$ cat config.mk
export PLATFORM = sky130hd
export DESIGN_NAME = ifu_fetch_flat
export DESIGN_NICKNAME = d
export VERILOG_FILES = /design/src/rtl/ifu_fetch_pkg.sv /design/src/rtl/ifu_fetch_if.sv /design/src/rtl/ifu_fetch_npc_calc.sv /design/src/rtl/ifu_fetch.sv /design/src/flat_wrapper.sv
export SDC_FILE = /design/constraint.sdc
export NUM_CORES = 1
export LEC_CHECK = 0
export ABC_AREA = 1
export ABC_CLOCK_PERIOD_IN_PS = 3020
export CAP_MARGIN = 20
export CORE_MARGIN = 3
export CORE_UTILIZATION = 33
export CTS_CLUSTER_DIAMETER = 60
export DETAILED_ROUTE_END_ITERATION = 7
export GPL_TIMING_DRIVEN = 0
export PLACE_DENSITY = 0.57
export RECOVER_POWER = 50
export SYNTH_ARGS = -nofsm -noshare
export SYNTH_HDL_FRONTEND = slang
export SYNTH_SLANG_ARGS = --single-unit
$ cat constraint.sdc
create_clock -name clk -period 3.02 [get_ports clk]
set_input_delay 0.755 -clock clk [delete_from_list [all_inputs] [get_ports clk]]
set_output_delay 0.755 -clock clk [all_outputs]
set_load 0.05 [all_outputs]
$ cat src/rtl/ifu_fetch_pkg.sv
// Shared definitions for the instruction fetch unit: next-PC select codes,
// fetch FSM state encodings and the branch-offset helper.
package ifu_fetch_pkg;

  // Next-PC select codes driven by the control decoder (Zero already folded in)
  localparam logic [1:0] NPC_PLUS4  = 2'b00;
  localparam logic [1:0] NPC_BRANCH = 2'b01;
  localparam logic [1:0] NPC_JUMP   = 2'b10;
  localparam logic [1:0] NPC_JREG   = 2'b11;

  // Fetch FSM state encodings
  localparam logic [1:0] ST_RST_ENC   = 2'b00;
  localparam logic [1:0] ST_FETCH_ENC = 2'b01;
  localparam logic [1:0] ST_EXEC_ENC  = 2'b10;

  typedef enum logic [1:0] {
    ST_RST   = ST_RST_ENC,
    ST_FETCH = ST_FETCH_ENC,
    ST_EXEC  = ST_EXEC_ENC
  } fetch_state_e;

  // Branch displacement: sign-extended 16-bit word offset scaled to bytes
  function automatic logic signed [31:0] branch_offset(input logic [15:0] imm);
    logic signed [31:0] ext;
    ext = {{16{imm[15]}}, imm};
    return ext <<< 2;
  endfunction

endpackage

$ cat src/rtl/ifu_fetch_if.sv
// Instruction-memory request/response bundle between the fetch unit and memory.
interface ifu_fetch_if;
  logic        imem_req;
  logic [31:0] imem_addr;
  logic        imem_ready;
  logic [31:0] imem_rdata;

  modport master (
    output imem_req,
    output imem_addr,
    input  imem_ready,
    input  imem_rdata
  );

  modport slave (
    input  imem_req,
    input  imem_addr,
    output imem_ready,
    output imem_rdata
  );
endinterface

$ cat src/rtl/ifu_fetch_npc_calc.sv
// Combinational next-PC selection: sequential, branch, jump or register target.
// Only the low 26 instruction bits matter here (jump index, which also covers
// the 16-bit branch immediate), so only those are brought in.
module npc_calc
  import ifu_fetch_pkg::*;
(
  input  logic [31:0] pc,
  input  logic [25:0] inst,
  input  logic [31:0] rs_data,
  input  logic [1:0]  npc_op,
  output logic [31:0] next_pc
);

  logic        [31:0] pc4;
  logic signed [31:0] br_tgt;
  logic        [31:0] sel;

  assign pc4    = pc + 32'd4;
  assign br_tgt = $signed(pc4) + branch_offset(inst[15:0]);

  // Select the target; the result is word-aligned regardless of source
  always_comb begin
    sel = pc4;
    unique case (npc_op)
      NPC_PLUS4:  sel = pc4;
      NPC_BRANCH: sel = br_tgt;
      NPC_JUMP:   sel = {pc4[31:28], inst, 2'b00};
      NPC_JREG:   sel = rs_data;
      default:    sel = pc4;
    endcase
  end

  assign next_pc = sel & 32'hFFFF_FFFC;

endmodule

$ cat src/rtl/ifu_fetch.sv
// Instruction fetch unit: holds the PC, fetches one word per instruction over a
// req/ready handshake, presents it to decode and commits the decoder's next PC.
module ifu_fetch
  import ifu_fetch_pkg::*;
#(
  parameter logic [31:0] RESET_PC = 32'h0000_3000,
  parameter int          CNT_W    = 32
) (
  input  logic             clk,
  input  logic             rstn,
  ifu_fetch_if.master      imem,
  output logic [31:0]      inst,
  output logic             inst_valid,
  output logic [31:0]      pc,
  output logic [31:0]      pc_plus4,
  input  logic [1:0]       npc_op,
  input  logic [31:0]      rs_data,
  input  logic             stall,
  output logic [CNT_W-1:0] instret
);

  fetch_state_e     state_q;
  logic [31:0]      pc_q;
  logic [31:0]      pc_d;
  logic [31:0]      inst_q;
  logic             req_q;
  logic             vld_q;
  logic [CNT_W-1:0] instret_q;
  logic [CNT_W-1:0] instret_d;

  npc_calc u_npc_calc (
    .pc      (pc_q),
    .inst    (inst_q[25:0]),
    .rs_data (rs_data),
    .npc_op  (npc_op),
    .next_pc (pc_d)
  );

  assign instret_d = instret_q + CNT_W'(1);

  // Fetch FSM with registered request/valid; reset abandons any open transaction
  always_ff @(posedge clk or negedge rstn) begin
    if (!rstn) begin
      state_q   <= ST_RST;
      pc_q      <= RESET_PC;
      inst_q    <= 32'd0;
      req_q     <= 1'b0;
      vld_q     <= 1'b0;
      instret_q <= '0;
    end else begin
      unique case (state_q)
        ST_RST: begin
          state_q <= ST_FETCH;
          req_q   <= 1'b1;
        end
        ST_FETCH: begin
          if (imem.imem_ready) begin
            inst_q  <= imem.imem_rdata;
            state_q <= ST_EXEC;
            req_q   <= 1'b0;
            vld_q   <= 1'b1;
          end
        end
        ST_EXEC: begin
          if (!stall) begin
            pc_q      <= pc_d;
            instret_q <= instret_d;
            state_q   <= ST_FETCH;
            req_q     <= 1'b1;
            vld_q     <= 1'b0;
          end
        end
        default: begin
          state_q <= ST_RST;
          req_q   <= 1'b0;
          vld_q   <= 1'b0;
        end
      endcase
    end
  end

  assign imem.imem_req  = req_q;
  assign imem.imem_addr = pc_q;
  assign inst           = inst_q;
  assign inst_valid     = vld_q;
  assign pc             = pc_q;
  assign pc_plus4       = pc_q + 32'd4;
  assign instret        = instret_q;

endmodule

$ cat src/flat_wrapper.sv
// flat-port wrapper written by rule: the top's interface ports become plain ports
module ifu_fetch_flat import ifu_fetch_pkg::*;
#(
  parameter logic [31:0] RESET_PC = 32'h0000_3000,
  parameter int          CNT_W    = 32
)
  (clk, rstn, inst, inst_valid, pc, pc_plus4, npc_op, rs_data, stall, instret, imem_imem_req, imem_imem_addr, imem_imem_ready, imem_imem_rdata);
  ifu_fetch_if imem_i ();
  input  logic clk;
  input  logic rstn;
  output logic [31:0] inst;
  output logic inst_valid;
  output logic [31:0] pc;
  output logic [31:0] pc_plus4;
  input  logic [1:0] npc_op;
  input  logic [31:0] rs_data;
  input  logic stall;
  output logic [CNT_W-1:0] instret;
  output wire logic [$bits(imem_i.imem_req)-1:0] imem_imem_req;
  output wire logic [$bits(imem_i.imem_addr)-1:0] imem_imem_addr;
  input wire logic [$bits(imem_i.imem_ready)-1:0] imem_imem_ready;
  input wire logic [$bits(imem_i.imem_rdata)-1:0] imem_imem_rdata;
  assign imem_imem_req = imem_i.imem_req;
  assign imem_imem_addr = imem_i.imem_addr;
  assign imem_i.imem_ready = imem_imem_ready;
  assign imem_i.imem_rdata = imem_imem_rdata;
  ifu_fetch #(.RESET_PC(RESET_PC), .CNT_W(CNT_W)) u_core (.clk(clk), .rstn(rstn), .imem(imem_i), .inst(inst), .inst_valid(inst_valid), .pc(pc), .pc_plus4(pc_plus4), .npc_op(npc_op), .rs_data(rs_data), .stall(stall), .instret(instret));
endmodule
==> results_dict.tcl <==
set metrics [dict create \
    status "complete, but fails checks" \
    violations "setup timing" \
    arrival_ns 3.30 \
    nets 1528 \
    syn_to_final_growth_pct 57.8 \
    cts.clk_slew.worst_paths_ns 0.08 \
    clkLatencyLatePin_ns 0.37 \
    cts_tree "built" \
    antenna_found_initial 0 \
    gp_congestion 0.974 \
    drtIter0Drc 531 \
    die_y_um 160 \
    viasPerCell 4.91 \
    critPathLaunchType "flip-flop" \
    final_cell_mix "nand2_1, clkdlybuf4s50_1, inv_1" \
    crit_path_top_delay_cell "dfrtp_2" \
    drive_gt1_frac 0.268 \
    finClkSkew_ns 0.0206 \
    synthFlopType "dfrtp_1" \
    clock_path_buffers 2 \
    fin_crit_ns 3.04 \
    synth_largest_area_cell "dfrtp_1" \
    synth_top_area_frac 0.307 \
    crit_type "reg2reg" \
    instances_no_fill 1736 \
    tightest_slew_ns 1.32 \
    dp_hpwl_mm 25.5 \
    synth_edf_count 0 \
    setup_tns_ns -0.0308 \
    ys_types 44 \
    die_w_um 160 \
    rsz0062_at_grt "true" \
    crit_family "simple AND/OR/NAND/NOR gates" \
    setup_viol 2 \
    root_buffer "clkbuf_16" \
    cts-buffers-inserted 9 \
    synth-seq-area-share 0.314 \
    final-hold-violation-count 0 \
    cp.required_ns 3.28 \
    grt_pass1_wl_mm 49.1 \
    antenna_left 0 \
    cts_sinks 98 \
    crit_path_end_kind "flip-flop" \
    hp-class "reg2reg" \
    ios 232 \
    core_um2 23000 \
    cap_violations 0 \
    avgSynthCellArea_um2 6.94 \
    num_rows 55 \
    crit_top_cell "nand2_1" \
    final_common_cell "nand2_1" \
    syn_inst 1127 \
    wirelength_mm 32.6 \
    crit_path_cell_trace "buf_12 -> clkinvlp_4 -> nor2_4 -> nand2_4 -> nor2_4 -> nand2_4 -> nor2_4 -> nand3_4 -> o21ai_4 -> nand2_4 -> ha_4 -> buf_6 -> nand2_8 -> nor2_4 -> nand2_2 -> nor2_1 -> nand2_1 -> nand3_1 -> nand2_1 -> nand3_2 -> nand2_1 -> nand2_1 -> nand2_1" \
    grt_pass1_vias 8488 \
    slew_headroom 0.122 \
    cts_htree_levels 3 \
    detail_route.wl_per_cell_um 18.8 \
    die_area_um2 25600 \
    drv_slew 0 \
    ys_top_cells_by_area "dfrtp_1, nand2_1, inv_1" \
    place_ws_ns -0.443 \
    grt_max_degree 58 \
    start_util 0.340 \
    layout_setup_ws_ns -0.0226 \
    drt-pass1-iter-count 5 \
    max_clock_freq_ghz 0.329 \
    drc 0 \
    async_flop_share 1.00 \
    overflow 0 \
    dp_cells 1669 \
    yosys_warnings 0 \
    portBuffers 223 \
    vias 8531 \
    postCtsHoldBufs 0 \
    fin_area_um2 12300 \
    slowest_delay_ns 0.42 \
    dpl-instance-area_um2 10900 \
    period_share 1.01 \
    grt_usage 0.248 \
    critPathBufInv 3 \
    worst-path-max-fanout 4 \
    diodes 0 \
    ys_seq_elements 98 \
    synth_area_um2 7820 \
]
## through the flow
step / hold WS (ns) / utilization
finish: 0.468 / 0.537
detailed placement: 0.462 / 0.476
global route: 0.500 / 0.537
floorplan: 0.459 / -
CTS: 0.425 / 0.516
global placement: 0.462 / 0.474
## state kept, by name, indices dropped and copies added (netlist names)
register               cells
u_core.state_q             2
u_core.instret            32
u_core.inst_valid          1
u_core.inst               32
u_core.imem.imem_addr     30
u_core.imem.imem_req       1
## cell families after synthesis
kind of cell | Yosys count | synth area share
DFF | 98 | 0.314
xor gates and xnor gates | 53 | 0.0594
muxes | 23 | 0.0331
adders and majority gates | 40 | 0.0649
buffers and inverters | 200 | 0.114
other | 1 | 0.000479
AOI/OAI and AO/OA | 145 | 0.104
and+or+nand+nor | 567 | 0.311
## area by class of cell
class	count	area, um2
Fill cell	2289	10600
Multi-Input combinational cell	834	5640
Timing Repair Buffer	275	2610
Sequential cell	98	2480
Inverter	143	552
Tap cell	313	392
Buffer	57	352
Clock buffer	9	225
Clock inverter	7	81.3
## synth_stat cells (2+ instances only)
cell type and count:
nor2_4 4, o211ai_1 2, a21oi_1 67, a221oi_1 9, o21ai_0 49, clkbuf_1 17, a21o_1 3, nand2_1 325
xnor2_1 15, buf_4 36, nand4_1 20, nand2_2 5, inv_2 5, inv_1 138, nor4_1 3, o221ai_1 2
nor2_2 7, o22ai_1 2, a211oi_1 2, nor2_1 114, o2111ai_1 3, mux2_2 23, o21bai_1 4, dfstp_2 2
ha_1 39, nor3_1 16, xor2_1 38, nand3_1 53, nor3_2 2, nand3b_1 8, dfrtp_1 96, or2_2 3
buf_2 3, and3_1 2
## worst register-to-register path, cell delays in order, from the launching register on
cell,delay (ns)
dfrtp_2,0.42
buf_12,0.12
clkinvlp_4,0.09
nor2_4,0.14
nand2_4,0.08
nor2_4,0.11
nand2_4,0.08
nor2_4,0.16
nand3_4,0.13
o21ai_4,0.18
nand2_4,0.09
ha_4,0.31
buf_6,0.12
nand2_8,0.06
nor2_4,0.12
nand2_2,0.07
nor2_1,0.08
nand2_1,0.12
nand3_1,0.12
nand2_1,0.07
nand3_2,0.09
nand2_1,0.07
nand2_1,0.08
nand2_1,0.05
## metal layers
layer  wire length [um]  vias up  part of all wire  global-route usage
met3               2520       46             0.077              0.0610
met5                  0        -                 0                   0
met1              14300     4029              0.44               0.334
met2              15000      275              0.46               0.400
li1                   -     4181                 -                   -
met4                788        0             0.024              0.0651
## worst paths after layout
| kind | startpoint | end | slack [ns] | cells past startpoint |
|---|---|---|---|---|
| worst min-delay path | u_core.instret[31] | u_core.instret[31] | 0.47 | 1 |
| worst max register to register | u_core.imem.imem_addr[2] | u_core.imem.imem_addr[26] | -0.02 | 23 |
| max in group asynchronous | rstn | u_core.imem.imem_addr[18] | 0.40 | 2 |
| worst max-delay path | u_core.imem.imem_addr[2] | u_core.imem.imem_addr[26] | -0.02 | 23 |
| min in group asynchronous | rstn | u_core.inst[30] | 0.61 | 1 |
| worst min register to register | u_core.instret[31] | u_core.instret[31] | 0.47 | 1 |
## what timing repair did
item                                    4_1_cts  5_1_grt
setup buffers                                35       16
endpoints found under the setup margin       50       44
endpoints found under the hold margin         0        0
pin swaps                                    30       54
resized for setup                           219      104
Power is not shown: default switching activity piles up to over one toggle a cycle in this logic, so the estimate is an artifact.
